<file path="src/rtl/ps2_mouse_packet_decoder_pkg.sv">
// Shared types and constants for the PS/2 mouse packet decoder and the downstream accumulator.
package ps2_mouse_pkg;

    typedef enum logic [2:0] {
        SEND,
        WAIT_TX,
        WAIT_ACK,
        B1,
        B2,
        B3
    } state_t;

    localparam logic [7:0] CMD_ENABLE = 8'hF4;
    localparam logic [7:0] RSP_ACK    = 8'hFA;

    localparam int unsigned B1_L    = 0;
    localparam int unsigned B1_R    = 1;
    localparam int unsigned B1_M    = 2;
    localparam int unsigned B1_SYNC = 3;
    localparam int unsigned B1_XS   = 4;
    localparam int unsigned B1_YS   = 5;
    localparam int unsigned B1_XO   = 6;
    localparam int unsigned B1_YO   = 7;

    typedef logic [8:0] delta_t;

    // An overflowed axis clamps to the extreme of its sign instead of wrapping.
    function automatic delta_t form_delta(input logic sign, input logic ovf, input logic [7:0] mag);
        if (ovf)
            return sign ? 9'h100 : 9'h0FF;
        else
            return {sign, mag};
    endfunction

endpackage

</file>
<file path="src/rtl/ps2_mouse_packet_decoder_if.sv">
// Byte-PHY and accumulator-facing signals of the mouse packet decoder.
interface ps2_mouse_packet_decoder_if;
    import ps2_mouse_pkg::*;

    logic [7:0] rx_data_i;
    logic       rx_valid_i;
    logic       rx_err_i;
    logic [7:0] tx_data_o;
    logic       tx_start_o;
    logic       tx_done_i;
    delta_t     xm_o;
    delta_t     ym_o;
    logic [2:0] btnm_o;
    logic       m_done_tick_o;
    logic       init_done_o;
    logic       init_fail_o;
    logic       pkt_err_o;

    // Decoder side
    modport master (
        input  rx_data_i, rx_valid_i, rx_err_i, tx_done_i,
        output tx_data_o, tx_start_o, xm_o, ym_o, btnm_o,
               m_done_tick_o, init_done_o, init_fail_o, pkt_err_o
    );

    // PHY / accumulator side
    modport slave (
        output rx_data_i, rx_valid_i, rx_err_i, tx_done_i,
        input  tx_data_o, tx_start_o, xm_o, ym_o, btnm_o,
               m_done_tick_o, init_done_o, init_fail_o, pkt_err_o
    );

endinterface

</file>
<file path="src/rtl/ps2_mouse_packet_decoder.sv">
// Enables PS/2 mouse streaming, then assembles 3-byte movement packets into deltas and buttons.
module ps2_mouse_packet_decoder
    import ps2_mouse_pkg::*;
#(
    parameter int unsigned TIMEOUT_CYC  = 1_000_000,
    parameter int unsigned INIT_RETRIES = 3
) (
    input logic                         clk_i,
    input logic                         rst_i,
    ps2_mouse_packet_decoder_if.master  bus
);

    localparam int unsigned TW = $clog2(TIMEOUT_CYC + 1);
    localparam int unsigned RW = $clog2(INIT_RETRIES + 1);

    state_t        r_state, w_state_next;
    logic [TW-1:0] r_tmo, w_tmo_next;
    logic [RW-1:0] r_retry, w_retry_next;
    logic [7:0]    r_b1, w_b1_next;
    logic [7:0]    r_b2, w_b2_next;
    logic [7:0]    r_tx_data, w_tx_data_next;
    logic          r_tx_start, w_tx_start_next;
    delta_t        r_xm, w_xm_next;
    delta_t        r_ym, w_ym_next;
    logic [2:0]    r_btn, w_btn_next;
    logic          r_tick, w_tick_next;
    logic          r_init_done, w_init_done_next;
    logic          r_init_fail, w_init_fail_next;
    logic          r_pkt_err, w_pkt_err_next;

    logic          w_tmo_hit;
    logic          w_byte;
    logic [RW-1:0] w_retry_inc;

    // Error wins over a simultaneous valid byte
    assign w_byte      = bus.rx_valid_i && !bus.rx_err_i;
    assign w_tmo_hit   = (r_tmo >= TW'(TIMEOUT_CYC - 1));
    assign w_retry_inc = r_retry + RW'(1);

    always_ff @(posedge clk_i) begin
        if (rst_i) begin
            r_state     <= SEND;
            r_tmo       <= '0;
            r_retry     <= '0;
            r_b1        <= '0;
            r_b2        <= '0;
            r_tx_data   <= '0;
            r_tx_start  <= 1'b0;
            r_xm        <= '0;
            r_ym        <= '0;
            r_btn       <= '0;
            r_tick      <= 1'b0;
            r_init_done <= 1'b0;
            r_init_fail <= 1'b0;
            r_pkt_err   <= 1'b0;
        end else begin
            r_state     <= w_state_next;
            r_tmo       <= w_tmo_next;
            r_retry     <= w_retry_next;
            r_b1        <= w_b1_next;
            r_b2        <= w_b2_next;
            r_tx_data   <= w_tx_data_next;
            r_tx_start  <= w_tx_start_next;
            r_xm        <= w_xm_next;
            r_ym        <= w_ym_next;
            r_btn       <= w_btn_next;
            r_tick      <= w_tick_next;
            r_init_done <= w_init_done_next;
            r_init_fail <= w_init_fail_next;
            r_pkt_err   <= w_pkt_err_next;
        end
    end

    always_comb begin
        w_state_next     = r_state;
        w_retry_next     = r_retry;
        w_b1_next        = r_b1;
        w_b2_next        = r_b2;
        w_tx_data_next   = r_tx_data;
        w_tx_start_next  = 1'b0;
        w_xm_next        = r_xm;
        w_ym_next        = r_ym;
        w_btn_next       = r_btn;
        w_tick_next      = 1'b0;
        w_init_done_next = r_init_done;
        w_init_fail_next = r_init_fail;
        w_pkt_err_next   = 1'b0;

        case (r_state)
            SEND: begin
                w_tx_data_next  = CMD_ENABLE;
                w_tx_start_next = 1'b1;
                w_state_next    = WAIT_TX;
            end
            WAIT_TX: begin
                if (bus.tx_done_i)
                    w_state_next = WAIT_ACK;
            end
            WAIT_ACK: begin
                if (w_byte && bus.rx_data_i == RSP_ACK) begin
                    w_init_done_next = 1'b1;
                    w_state_next     = B1;
                end else if (bus.rx_err_i || bus.rx_valid_i || w_tmo_hit) begin
                    w_retry_next = w_retry_inc;
                    if (w_retry_inc < RW'(INIT_RETRIES)) begin
                        w_state_next = SEND;
                    end else begin
                        w_init_fail_next = 1'b1;
                        w_state_next     = B1;
                    end
                end
            end
            B1: begin
                if (bus.rx_err_i) begin
                    w_pkt_err_next = 1'b1;
                end else if (bus.rx_valid_i) begin
                    if (bus.rx_data_i[B1_SYNC]) begin
                        w_b1_next    = bus.rx_data_i;
                        w_state_next = B2;
                    end else begin
                        w_pkt_err_next = 1'b1;
                    end
                end
            end
            B2: begin
                if (bus.rx_err_i) begin
                    w_pkt_err_next = 1'b1;
                    w_state_next   = B1;
                end else if (bus.rx_valid_i) begin
                    w_b2_next    = bus.rx_data_i;
                    w_state_next = B3;
                end else if (w_tmo_hit) begin
                    w_pkt_err_next = 1'b1;
                    w_state_next   = B1;
                end
            end
            B3: begin
                if (bus.rx_err_i) begin
                    w_pkt_err_next = 1'b1;
                    w_state_next   = B1;
                end else if (bus.rx_valid_i) begin
                    w_xm_next    = form_delta(r_b1[B1_XS], r_b1[B1_XO], r_b2);
                    w_ym_next    = form_delta(r_b1[B1_YS], r_b1[B1_YO], bus.rx_data_i);
                    w_btn_next   = {r_b1[B1_M], r_b1[B1_R], r_b1[B1_L]};
                    w_tick_next  = 1'b1;
                    w_state_next = B1;
                end else if (w_tmo_hit) begin
                    w_pkt_err_next = 1'b1;
                    w_state_next   = B1;
                end
            end
            default: w_state_next = SEND;
        endcase
    end

    // Cleared on any received byte or state change; otherwise counts up and holds at the top
    always_comb begin
        if (w_state_next != r_state || bus.rx_valid_i || bus.rx_err_i)
            w_tmo_next = '0;
        else if (r_tmo == TW'(TIMEOUT_CYC))
            w_tmo_next = r_tmo;
        else
            w_tmo_next = r_tmo + TW'(1);
    end

    assign bus.tx_data_o     = r_tx_data;
    assign bus.tx_start_o    = r_tx_start;
    assign bus.xm_o          = r_xm;
    assign bus.ym_o          = r_ym;
    assign bus.btnm_o        = r_btn;
    assign bus.m_done_tick_o = r_tick;
    assign bus.init_done_o   = r_init_done;
    assign bus.init_fail_o   = r_init_fail;
    assign bus.pkt_err_o     = r_pkt_err;

endmodule

</file>
<file path="src/flat_wrapper.sv">
// flat-port wrapper written by rule: the top's interface ports become plain ports
module ps2_mouse_packet_decoder_flat import ps2_mouse_pkg::*;
#(
    parameter int unsigned TIMEOUT_CYC  = 1_000_000,
    parameter int unsigned INIT_RETRIES = 3
)
  (clk_i, rst_i, bus_rx_data_i, bus_rx_valid_i, bus_rx_err_i, bus_tx_done_i, bus_tx_data_o, bus_tx_start_o, bus_xm_o, bus_ym_o, bus_btnm_o, bus_m_done_tick_o, bus_init_done_o, bus_init_fail_o, bus_pkt_err_o);
  ps2_mouse_packet_decoder_if bus_i ();
  input logic clk_i;
  input logic rst_i;
  input wire logic [$bits(bus_i.rx_data_i)-1:0] bus_rx_data_i;
  input wire logic [$bits(bus_i.rx_valid_i)-1:0] bus_rx_valid_i;
  input wire logic [$bits(bus_i.rx_err_i)-1:0] bus_rx_err_i;
  input wire logic [$bits(bus_i.tx_done_i)-1:0] bus_tx_done_i;
  output wire logic [$bits(bus_i.tx_data_o)-1:0] bus_tx_data_o;
  output wire logic [$bits(bus_i.tx_start_o)-1:0] bus_tx_start_o;
  output wire logic [$bits(bus_i.xm_o)-1:0] bus_xm_o;
  output wire logic [$bits(bus_i.ym_o)-1:0] bus_ym_o;
  output wire logic [$bits(bus_i.btnm_o)-1:0] bus_btnm_o;
  output wire logic [$bits(bus_i.m_done_tick_o)-1:0] bus_m_done_tick_o;
  output wire logic [$bits(bus_i.init_done_o)-1:0] bus_init_done_o;
  output wire logic [$bits(bus_i.init_fail_o)-1:0] bus_init_fail_o;
  output wire logic [$bits(bus_i.pkt_err_o)-1:0] bus_pkt_err_o;
  assign bus_i.rx_data_i = bus_rx_data_i;
  assign bus_i.rx_valid_i = bus_rx_valid_i;
  assign bus_i.rx_err_i = bus_rx_err_i;
  assign bus_i.tx_done_i = bus_tx_done_i;
  assign bus_tx_data_o = bus_i.tx_data_o;
  assign bus_tx_start_o = bus_i.tx_start_o;
  assign bus_xm_o = bus_i.xm_o;
  assign bus_ym_o = bus_i.ym_o;
  assign bus_btnm_o = bus_i.btnm_o;
  assign bus_m_done_tick_o = bus_i.m_done_tick_o;
  assign bus_init_done_o = bus_i.init_done_o;
  assign bus_init_fail_o = bus_i.init_fail_o;
  assign bus_pkt_err_o = bus_i.pkt_err_o;
  ps2_mouse_packet_decoder #(.TIMEOUT_CYC(TIMEOUT_CYC), .INIT_RETRIES(INIT_RETRIES)) u_core (.clk_i(clk_i), .rst_i(rst_i), .bus(bus_i));
endmodule
</file>
<file path="config.mk">
export PLATFORM = sky130hd
export DESIGN_NAME = ps2_mouse_packet_decoder_flat
export DESIGN_NICKNAME = d
export VERILOG_FILES = /design/src/rtl/ps2_mouse_packet_decoder_pkg.sv /design/src/rtl/ps2_mouse_packet_decoder_if.sv /design/src/rtl/ps2_mouse_packet_decoder.sv /design/src/flat_wrapper.sv
export SDC_FILE = /design/constraint.sdc
export NUM_CORES = 1
export LEC_CHECK = 0
export BUFFER_PORTS_ARGS = -buffer_cell sky130_fd_sc_hd__buf_2
export CAP_MARGIN = 20
export CORE_UTILIZATION = 51
export CTS_BUF_LIST = sky130_fd_sc_hd__clkbuf_8 sky130_fd_sc_hd__clkbuf_16
export DETAILED_ROUTE_END_ITERATION = 6
export PLACE_DENSITY = 0.8
export SYNTH_ARGS = -nofsm -noshare
export SYNTH_HDL_FRONTEND = slang
export SYNTH_SLANG_ARGS = --single-unit
</file>
<file path="constraint.sdc">
create_clock -name clk_i -period 2.4 [get_ports clk_i]
set_input_delay 0.36 -clock clk_i [delete_from_list [all_inputs] [get_ports clk_i]]
set_output_delay 0.36 -clock clk_i [all_outputs]
set_load 0.01 [all_outputs]
</file>
Word level (Yosys, flattened, before mapping):

Cells that the tools add are included.

* input port bits: 13
* output and inout port bits: 34
* word-level logic and storage cells: 73
* bits in registers: 68

* reduce and logical (&&, ||, !) cells: 17
* mux-type cells: 26
* add/sub/neg operators: 2
* eq/ne operators: 8
* $lt $le $gt $ge: 2
* bitwise logic cells: 4

Operator list (number)
* $mux 9: 4
* $mux 3: 11
* $add 20x1->20 const B: 1
* $eq 20x20->1 const B: 1
* $ge 20x20->1 const B: 1
* $pmux 3 s6: 1
* $reduce_and 3->1: 3
* $eq 8x8->1 const B: 1
* $mux 1: 8
* $reduce_and 4->1: 2
* $eq 3x2->1 const B: 2
* $eq 3x3->1 const B: 2
* $logic_or 1x1->1: 4
* $not 1->1: 4
* $reduce_or 2->1: 2
* $eq 3x1->1 const B: 1
* $logic_not 3->1: 1
* $ne 3x3->1: 1
* $reduce_or 3->1: 1
* $add 2x1->2 const B: 1
* $logic_and 1x1->1: 2
* $lt 2x2->1 const B: 1
* $mux 2: 1
* $pmux 1 s2: 1
* 2 further kinds: 2

Logic depth before layout (Yosys ltp):

Gate-level depths: netlist (run 1).

* depth after elaboration: 10
* gate-level depth with buffers: 8
* mapped depth without buffers: 7

Worst setup path after synthesis (run 1):

Ideal clock, no wire load.

* path type: register to register
* start point: reg u_core.r_tmo[11]
* end point: reg u_core.r_tmo[8]
* cell stages (with the launch flop): 8
* period minus slack after synthesis: 2.152 ns
* arrival: 2.037 ns
* setup time: 0.115 ns
* path buffers: 1
* setup slack: 0.248 ns
* data required time: 2.285 ns
* cells stage by stage: dfxtp_1 > or4_4 > or4b_4 > o22ai_4 > o32ai_1 > nand4_2 > buf_6 > nor2_2

* longest elaborated chain between the ends: 9
* elaborated cells on any way between the ends: 15
* classes of those cells: order compare: 1; eq/ne: 2; mux: 8; reduce/logical: 4

Ends and longest elaborated chain
* start, declared: RTL line ps2_mouse_packet_decoder.sv:17 `logic [TW-1:0] r_tmo, w_tmo_next;`
* start signal, assigned: RTL line ps2_mouse_packet_decoder.sv:58 `r_tmo <= w_tmo_next;`
* $ge 20x20->1: RTL line ps2_mouse_packet_decoder.sv:37 `assign w_tmo_hit = (r_tmo >= TW'(TIMEOUT_CYC - 1));`
* $mux 3 or $logic_or 1x1->1 (tied branches): RTL line ps2_mouse_packet_decoder.sv:132, ps2_mouse_packet_decoder.sv:147, ps2_mouse_packet_decoder.sv:103
* $mux 3 (on tied branches): RTL line ps2_mouse_packet_decoder.sv:141, ps2_mouse_packet_decoder.sv:103, ps2_mouse_packet_decoder.sv:129
* $mux 3 (on tied branches): RTL line ps2_mouse_packet_decoder.sv:138, ps2_mouse_packet_decoder.sv:100, ps2_mouse_packet_decoder.sv:126
* $pmux 3 s6: RTL line ps2_mouse_packet_decoder.sv:89 `case (r_state)`
* $ne 3x3->1: RTL line ps2_mouse_packet_decoder.sv:158 `if (w_state_next != r_state || bus.rx_valid_i || bus.rx_err_i)`
* $logic_or 1x1->1 (2 in series): RTL line ps2_mouse_packet_decoder.sv:158
* $reduce_or 2->1 (no line)

Parallel ways exist; a longest one is shown, timed or not.
A chain may end at the register's enable or synchronous reset.

Final worst setup path (run 1):

* start point: reg u_core.r_tmo[12]
* end point: reg u_core.r_tmo[3]

The elaborated chain is that of the path after synthesis.

==> impl_results.md, run 1 <==
* Multi-input gate area at 0.00161 mm^2
* Setup Skew at 0.00710 ns
* CTS resizes at 0
* Total GRT Usage at 0.217
* Setup TNS at 0 ns
* Highest-count cells in the layout ignoring fill and taps: 67 x dfxtp_1, 43 x buf_2, 40 x nand2_1
* Fmax at 0.432 GHz
* Initial antenna violation count at 0
* Commonest non-fill, non-tap cell in the layout: dfxtp_1
* Hold buffers post-CTS at 0
* Critical Path End Type: flip-flop
* Number of inserted diodes at 0
* Synth Warn # at 0
* Post-synth EDFFs at 0
* CP required at 2.63 ns
* Sequential Area at 0.00134 mm^2
* CP max stage delay at 0.55 ns
* Lkg Pwr at 1.31 nW
* Power per cell area at 603 mW/mm^2
* Die area at 0.00644 mm^2
* Fill count at 537
* Period utilisation layout at 0.964
* Die width at 80.3 um
* Power Total at 2.17 mW
* Die Height at 80.3 um
* Final setup fails at 0
* Syn_area_per_cell at 8.61 um^2
* Startpoint Class: flip-flop
* Via count at 2651
* Residual DRC at 0
* H-tree levels at 3
* DR vias/cell at 5.49
* Status: complete, no violations
* CTS clk-pin slew, worst paths at 0.07 ns
* DPL Wire Length at 4.50 mm
* Clk buf depth at 2
* Register area share after synthesis at 0.429
* Largest net degree at the start of global routing at 29
* Number of buffers created by CTS at 9
* Routed WL at 6.52 mm
* Post-Synthesis Cells at 363
* Cell Chain, Critical Path: or4_4, or4b_4, o22ai_4, o32ai_1, nand4_2, buf_12, nor2_2
* Top FF cell, synth: dfxtp_1
* Total grt overflow at 0
* Port Buffer Count at 43
* Layout cells sized above 1 at 0.245
* Unrepaired setup endpoints after global routing: no
* Core Region at 0.00592 mm^2
* Initial DRC count at 87
* GPL Wtd Cong at 0.853
* Starting Density at 0.528
* DR pass1 iterations at 4
* Post-route ant nets at 0
* Sink Count at 67
* Number of I/O pins at 47
* Worst path slowest cell: or4_4
* Mapped cell area at 0.00312 mm^2
* CTS tree: built
* Fin util at 0.608
* First-pass GRT wire length at 10.7 mm
* Hold Crit Class: input pin to flip-flop
* Fin. Hold Viols at 0
* Setup repair bufs after CTS at 0
* Distinct cell type count after synthesis at 54
* Critical path class: flip-flop to flip-flop
* Worst vdd ir at 0.000370 V
* Layout net count at 420
* Maxcap violations at 0
* CTS root buffer: clkbuf_8
* Clk Latency, worst-skew pair at 0.34 ns
* Async set-or-reset flop fraction in the synthesized netlist at 0
* Routed wire per std cell at 13.5 um
* Critical path arrival at 2.55 ns
* Tmin final at 2.31 ns
* Num rows at 28
* Slew Limit Fails at 0
* Yosys reg bits at 67
* Syn-to-layout area delta at 15.3%
* Crit Path Max Fanout at 20
* Vias in the first global route at 2496
state kept, by name, indices dropped and copies added (netlist names), 2 cells and up:
signal             cells
u_core.bus.ym_o        9
u_core.r_b2            8
u_core.r_retry         2
u_core.r_state         3
u_core.r_tmo          20
u_core.bus.btnm_o      3
u_core.bus.xm_o        9
u_core.r_b1            7
critical path, delay by kind of cell, from the launching register on:
kind | cells | cell delay, ns
flops | 1 | 0.34
simple gates | 4 | 1.26
buf+inv | 1 | 0.19
compound gates | 2 | 0.42
per-layer routing:
metal / GRT usage / routed length [um]
met5: 0 / 0
met4: 0.114 / 150
met3: 0.0682 / 305
met2: 0.369 / 3260
met1: 0.242 / 2800
layout make-up:
class | instances | area share
Clock buffer | 11 | 0.0420
Inverter | 7 | 0.00729
Timing Repair Buffer | 57 | 0.0924
Multi-Input combinational cell | 262 | 0.448
Tap cell | 75 | 0.0261
Clock inverter | 4 | 0.0118
Sequential cell | 67 | 0.372
cells by family (layout without fill, tap and decap cells):
logic type / count (synthesis) / after routing / synth area share
AND/OR/NAND/NOR: 153 / 153 / 0.254
other: 1 / 3 / 0.00120
adder cells (fa/ha/maj): 3 / 3 / 0.0120
flip-flops: 67 / 67 / 0.429
AO/OA/AOI/OAI: 80 / 80 / 0.181
XOR/XNOR: 18 / 18 / 0.0505
buffers and inverters: 36 / 79 / 0.0565
multiplexers: 5 / 5 / 0.0160
worst paths after layout:
kind                                                         from                                 to  slack [ns]  cells past startpoint
worst max register to register      u_core.r_tmo[12]$_SDFFE_PP0P_       u_core.r_tmo[3]$_SDFFE_PP0P_        0.09                      7
worst max-delay path                u_core.r_tmo[12]$_SDFFE_PP0P_       u_core.r_tmo[3]$_SDFFE_PP0P_        0.09                      7
worst min register to register  u_core.bus.btnm_o[2]$_SDFFE_PP0P_  u_core.bus.btnm_o[2]$_SDFFE_PP0P_        0.45                      2
worst min-delay path                             bus_rx_data_i[4]        u_core.r_b2[4]$_SDFFE_PP0P_        0.30                      3
cell usage after synthesis, types with 3 or more instances:
| master | instances | area, um^2 |
|---|---|---|
| a21oi_1 | 38 | 190 |
| nand3_1 | 17 | 85.1 |
| a31oi_1 | 4 | 25.0 |
| ha_1 | 3 | 37.5 |
| nand4_1 | 7 | 43.8 |
| inv_1 | 6 | 22.5 |
| buf_4 | 7 | 52.6 |
| nand2_1 | 40 | 150 |
| nor4_1 | 3 | 18.8 |
| clkbuf_1 | 19 | 71.3 |
| o21ai_0 | 4 | 20.0 |
| and4_1 | 3 | 26.3 |
| nor2b_1 | 3 | 18.8 |
| a211oi_1 | 12 | 90.1 |
| nor3_1 | 3 | 15.0 |
| and3b_1 | 3 | 26.3 |
| nand2b_1 | 3 | 18.8 |
| o31ai_1 | 3 | 22.5 |
| o211ai_1 | 4 | 30.0 |
| nor2_2 | 18 | 113 |
| nand3b_1 | 4 | 30.0 |
| nor3b_1 | 3 | 22.5 |
| dfxtp_1 | 67 | 1340 |
| xnor2_1 | 4 | 35.0 |
| xor2_1 | 14 | 123 |
| nor2_1 | 35 | 131 |
| mux2i_1 | 5 | 50.1 |
where the power goes:
group	internal [mW]	switching, mW
registers	1.12	0.0127
clock network	0.521	0.396
logic	0.0458	0.0756
total	1.69	0.485
stage by stage:
step / std cells / setup WS (ns) / hold WS (ns) / instance area (um^2)
6_report: 483 / 0.0862 / 0.305 / 3600
3_5_place_dp: 468 / 0.0880 / 0.446 / 3410
3_3_place_gp: 468 / 0.188 / 0.438 / 3410
2_1_floorplan: 365 / 0.248 / 0.431 / 3130
4_1_cts: 483 / 0.0736 / 0.288 / 3600
5_1_grt: 483 / 0.0263 / 0.296 / 3600
(Power assumes the default switching activity.)
==> run 2: changes to the inputs <==
==> constraint.sdc (replaced) <==
create_clock -name clk_i -period 2.4 [get_ports clk_i]
set_input_delay 0.24 -clock clk_i [delete_from_list [all_inputs] [get_ports clk_i]]
set_output_delay 0.24 -clock clk_i [all_outputs]
set_load 0.01 [all_outputs]
==> impl_results.md, run 2 (same netlist as run 1, synthesis figures left out) <==
* Fmax at 0.437 GHz
* Initial DRC count at 125
* Num rows at 28
* Layout net count at 420
* Critical Path End Type: flip-flop
* Routed WL at 6.44 mm
* DPL Wire Length at 4.53 mm
* Die Height at 80.3 um
* Total grt overflow at 0
* CTS tree: built
* Lkg Pwr at 1.29 nW
* DR pass1 iterations at 4
* Setup TNS at 0 ns
* Slew Limit Fails at 0
* Hold Crit Class: input pin to flip-flop
* CP required at 2.64 ns
* Tmin final at 2.29 ns
* Number of inserted diodes at 0
* Worst-margin pin slew at 0.603 ns
* Syn-to-layout area delta at 14.2%
* Core Region at 0.00592 mm^2
* Critical path arrival at 2.52 ns
* Layout cells sized above 1 at 0.245
* CTS root buffer: clkbuf_8
* Startpoint Class: flip-flop
* Sink Count at 67
* Power per cell area at 569 mW/mm^2
* Die area at 0.00644 mm^2
* Area after DPL at 0.00341 mm^2
* Starting Density at 0.528
* Routed wire per std cell at 13.3 um
* Final Instance Area at 0.00357 mm^2
* Crit Path Max Fanout at 20
* Relative slew slack at 0.598
* Via count at 2653
* Residual DRC at 0
* Number of I/O pins at 47
* Total GRT Usage at 0.212
* Period utilisation layout at 0.953
* Most flop-heavy register: u_core.r_tmo
* Fin Hold WS at 0.183 ns
* Status: complete, no violations
* Number of buffers created by CTS at 9
* DR vias/cell at 5.49
* GPL Wtd Cong at 0.842
* Die width at 80.3 um
* First-pass GRT wire length at 10.5 mm
* Clk buf depth at 2
* Fin. Hold Viols at 0
* Highest-count cells in the layout ignoring fill and taps: 67 x dfxtp_1, 43 x buf_2, 40 x nand2_1
* Initial antenna violation count at 0
* Critical path class: flip-flop to flip-flop
* Unrepaired setup endpoints after global routing: no
* Setup Skew at 0.00715 ns
* Setup repair bufs after CTS at 0
* Vias in the first global route at 2423
* CTS clk-pin slew, worst paths at 0.07 ns
* Post-route ant nets at 0
* CTS resizes at 0
* Max reg flops at 20
* Maxcap violations at 0
* Largest net degree at the start of global routing at 32
* Clk Latency, worst-skew pair at 0.34 ns
* H-tree levels at 3
* Commonest non-fill, non-tap cell in the layout: dfxtp_1
* Port Buffer Count at 43
* Worst vdd ir at 0.000383 V
* Hold buffers post-CTS at 0
* Final setup fails at 0
-- run 2: changes by cell type in the layout (fill, tap and decap cells not counted) --
cell       change
bufinv_16      -1
clkbuf_8       -1
clkinv_2       +2
-- run 2: path summary, 6_finish.rpt --
kind,startpoint,end,slack (ns),cells past startpoint
setup / recovery,u_core.r_tmo[12]$_SDFFE_PP0P_,u_core.r_tmo[13]$_SDFFE_PP0P_,0.11,7
hold / removal,bus_rx_data_i[4],u_core.r_b2[4]$_SDFFE_PP0P_,0.18,3
setup reg to reg,u_core.r_tmo[12]$_SDFFE_PP0P_,u_core.r_tmo[13]$_SDFFE_PP0P_,0.11,7
hold reg to reg,u_core.r_b1[1]$_SDFFE_PP0P_,u_core.bus.btnm_o[1]$_SDFFE_PP0P_,0.45,2
-- run 2: area by class of cell --
type | count | area [um^2]
fill | 541 | 2350
tap | 75 | 93.8
timing repair buffer | 57 | 333
sequential | 67 | 1340
multi-input combinational | 262 | 1610
inverter | 7 | 26.3
clock inverter | 5 | 22.5
clock buffer | 10 | 138
-- run 2: critical path, stage by stage (launching register included) --
cell and delay, ns:
dfxtp_1 0.35, or4_4 0.55, or4b_4 0.51, o22ai_4 0.25, o32ai_1 0.14, nand4_2 0.13, buf_12 0.19, nor2_2 0.06
-- run 2: metrics by stage --
step           setup slack [ns]   util  power [mW]  instances
5_1_grt                  0.0181  0.603        2.11        483
4_1_cts                   0.113  0.603        2.04        483
6_report                  0.114  0.603        2.03        483
3_5_place_dp              0.136  0.576        1.28        468
2_1_floorplan             0.248      -        1.25        365
3_3_place_gp              0.187  0.576        1.28        468
-- run 2: power by group --
part	total (mW)	switching [mW]	internal [mW]	leakage, nW
sequential	1.13	0.00885	1.12	0.541
combinational	0.124	0.0778	0.0465	0.657
clock	0.778	0.394	0.384	0.0943
-- run 2: routing by layer --
metal  share of wire  global-route usage
met4           0.017              0.0857
met3           0.050              0.0716
met1            0.45               0.242
met2            0.48               0.362
met5               0                   0
==> run 3: changes to the inputs <==
==> constraint.sdc (replaced) <==
create_clock -name clk_i -period 2.23 [get_ports clk_i]
set_input_delay 0.223 -clock clk_i [delete_from_list [all_inputs] [get_ports clk_i]]
set_output_delay 0.223 -clock clk_i [all_outputs]
set_load 0.01 [all_outputs]
==> impl_results.md, run 3 (same netlist as run 1, synthesis figures left out) <==
* Post-route ant nets at 0
* Violated checks: setup timing
* Die width at 80.3 um
* Cell Chain, Critical Path: or4_4, or4b_4, o22ai_4, o32ai_1, nand4_2, buf_12, nor2_2
* Lkg Pwr at 1.33 nW
* Core Region at 0.00592 mm^2
* Routed WL at 6.78 mm
* Final setup fails at 1
* Buf/Inv on CP at 1
* CP max stage delay at 0.56 ns
* Total grt overflow at 0
* DR pass1 iterations at 4
* Tmin final at 2.23 ns
* Final Non-Filler Cells at 488
* CTS tree: built
* Commonest non-fill, non-tap cell in the layout: dfxtp_1
* Fin. Hold Viols at 0
* Sink Count at 67
* Die area at 0.00644 mm^2
* Final Instance Area at 0.00364 mm^2
* Via count at 2631
* Total GRT Usage at 0.225
* CP required at 2.46 ns
* Port Buffer Count at 43
* H-tree levels at 3
* Hold Crit Class: input pin to flip-flop
* Unrepaired setup endpoints after global routing: yes
* Hold buffers post-CTS at 0
* Slew Limit Fails at 0
* Routed wire per std cell at 13.9 um
* Post-route setup slack at -0.000606 ns
* DPL Wire Length at 4.78 mm
* Max reg flops at 20
* DR vias/cell at 5.39
* CTS clk-pin slew, worst paths at 0.07 ns
* Area after DPL at 0.00344 mm^2
* First-pass GRT wire length at 11.0 mm
* Startpoint Class: flip-flop
* Critical path class: flip-flop to flip-flop
* GPL Wtd Cong at 0.846
* Fill count at 529
* Period utilisation layout at 1.00
* Most flop-heavy register: u_core.r_tmo
* Setup Skew at 0.0118 ns
* Critical path arrival at 2.46 ns
* Initial antenna violation count at 0
* Residual DRC at 0
* Fmax at 0.448 GHz
* Starting Density at 0.528
* Crit-path leading delay family: simple AND/OR/NAND/NOR gates
* Number of inserted diodes at 0
* Die Height at 80.3 um
* Clk buf depth at 2
* Power Total at 2.37 mW
* Clk Latency, worst-skew pair at 0.35 ns
* Initial DRC count at 160
* Status: complete, but fails checks
* Highest-count cells in the layout ignoring fill and taps: 67 x dfxtp_1, 43 x buf_2, 40 x nand2_1
* Power per cell area at 652 mW/mm^2
* Number of instances in the placed design at 472
* Worst path slowest cell: or4_4
* Layout net count at 424
* Critical Path End Type: flip-flop
* Num rows at 28
* Maxcap violations at 0
* Worst vdd ir at 0.000348 V
* Syn-to-layout area delta at 16.6%
* Fin util at 0.615
* Vias in the first global route at 2369
* Largest net degree at the start of global routing at 48
* Number of buffers created by CTS at 9
* Number of I/O pins at 47
* Crit Path Max Fanout at 20
* Layout cells sized above 1 at 0.257
* CTS root buffer: clkbuf_8
==> run 3: changes by cell type in the layout (fill, tap and decap cells not counted) <==
| cell | change |
|---|---|
| clkinv_2 | -1 |
| inv_1 | -1 |
| bufinv_16 | +1 |
| clkinv_4 | +1 |
| buf_4 | +4 |
| clkbuf_8 | +1 |
==> run 3: where the power goes <==
part           switching [mW]  leakage (nW)  internal (mW)
Sequential            0.00930         0.541           1.21
Clock                   0.453         0.110          0.571
Combinational          0.0855         0.678         0.0512
Total                   0.547          1.33           1.83
==> run 3: worst reg2reg max path, delay by kind of cell, from the launching register on <==
| family | cells | cell delay (ns) |
|---|---|---|
| DFF | 1 | 0.31 |
| and+or+nand+nor | 4 | 1.27 |
| AOI/OAI and AO/OA | 2 | 0.37 |
| buffers and inverters | 1 | 0.18 |
==> run 3: stage by stage <==
stage          hold WS (ns)  worst slack [ns]  setup TNS (ns)
2_1_floorplan         0.306            0.0782               0
3_3_place_gp          0.439            0.0526               0
3_5_place_dp          0.448           -0.0290          -0.305
4_1_cts               0.155         -0.000462       -0.000462
5_1_grt               0.155            -0.101           -1.65
6_report              0.167         -0.000606       -0.000606
==> run 3: final cells by class <==
class,count,area [um^2],area share
inverters,7,26.3,0.00721
clock inverters,5,52.6,0.0144
well taps,75,93.8,0.0258
flip-flops and latches,67,1340,0.368
multi-input cells,262,1610,0.443
clock buffers,11,151,0.0416
repair buffers,61,363,0.0996
==> run 3: routing by layer <==
layer  wire [um]  vias to the layer above  track usage
met5           0                        -            0
met4         119                        0       0.0929
met3         269                       14       0.0670
met2        3290                       59        0.370
met1        3100                     1201        0.272
li1            -                     1357            -
==> run 3: timing repair <==
| action | CTS | global route |
|---|---|---|
| gates resized for setup | 0 | 0 |
| pin swaps | 1 | 0 |
| endpoints found under the setup margin | 20 | 24 |
| buffers inserted | 0 | 0 |
==> run 3: worst paths after layout <==
check	startpoint	slack, ns	end	cells after the start
max	u_core.r_tmo[11]$_SDFFE_PP0P_	-0.0006	u_core.r_tmo[11]$_SDFFE_PP0P_	7
min	bus_rx_data_i[6]	0.17	u_core.r_b2[6]$_SDFFE_PP0P_	3
min reg2reg	u_core.bus.btnm_o[2]$_SDFFE_PP0P_	0.46	u_core.bus.btnm_o[2]$_SDFFE_PP0P_	2
max reg2reg	u_core.r_tmo[11]$_SDFFE_PP0P_	-0.0006	u_core.r_tmo[11]$_SDFFE_PP0P_	7
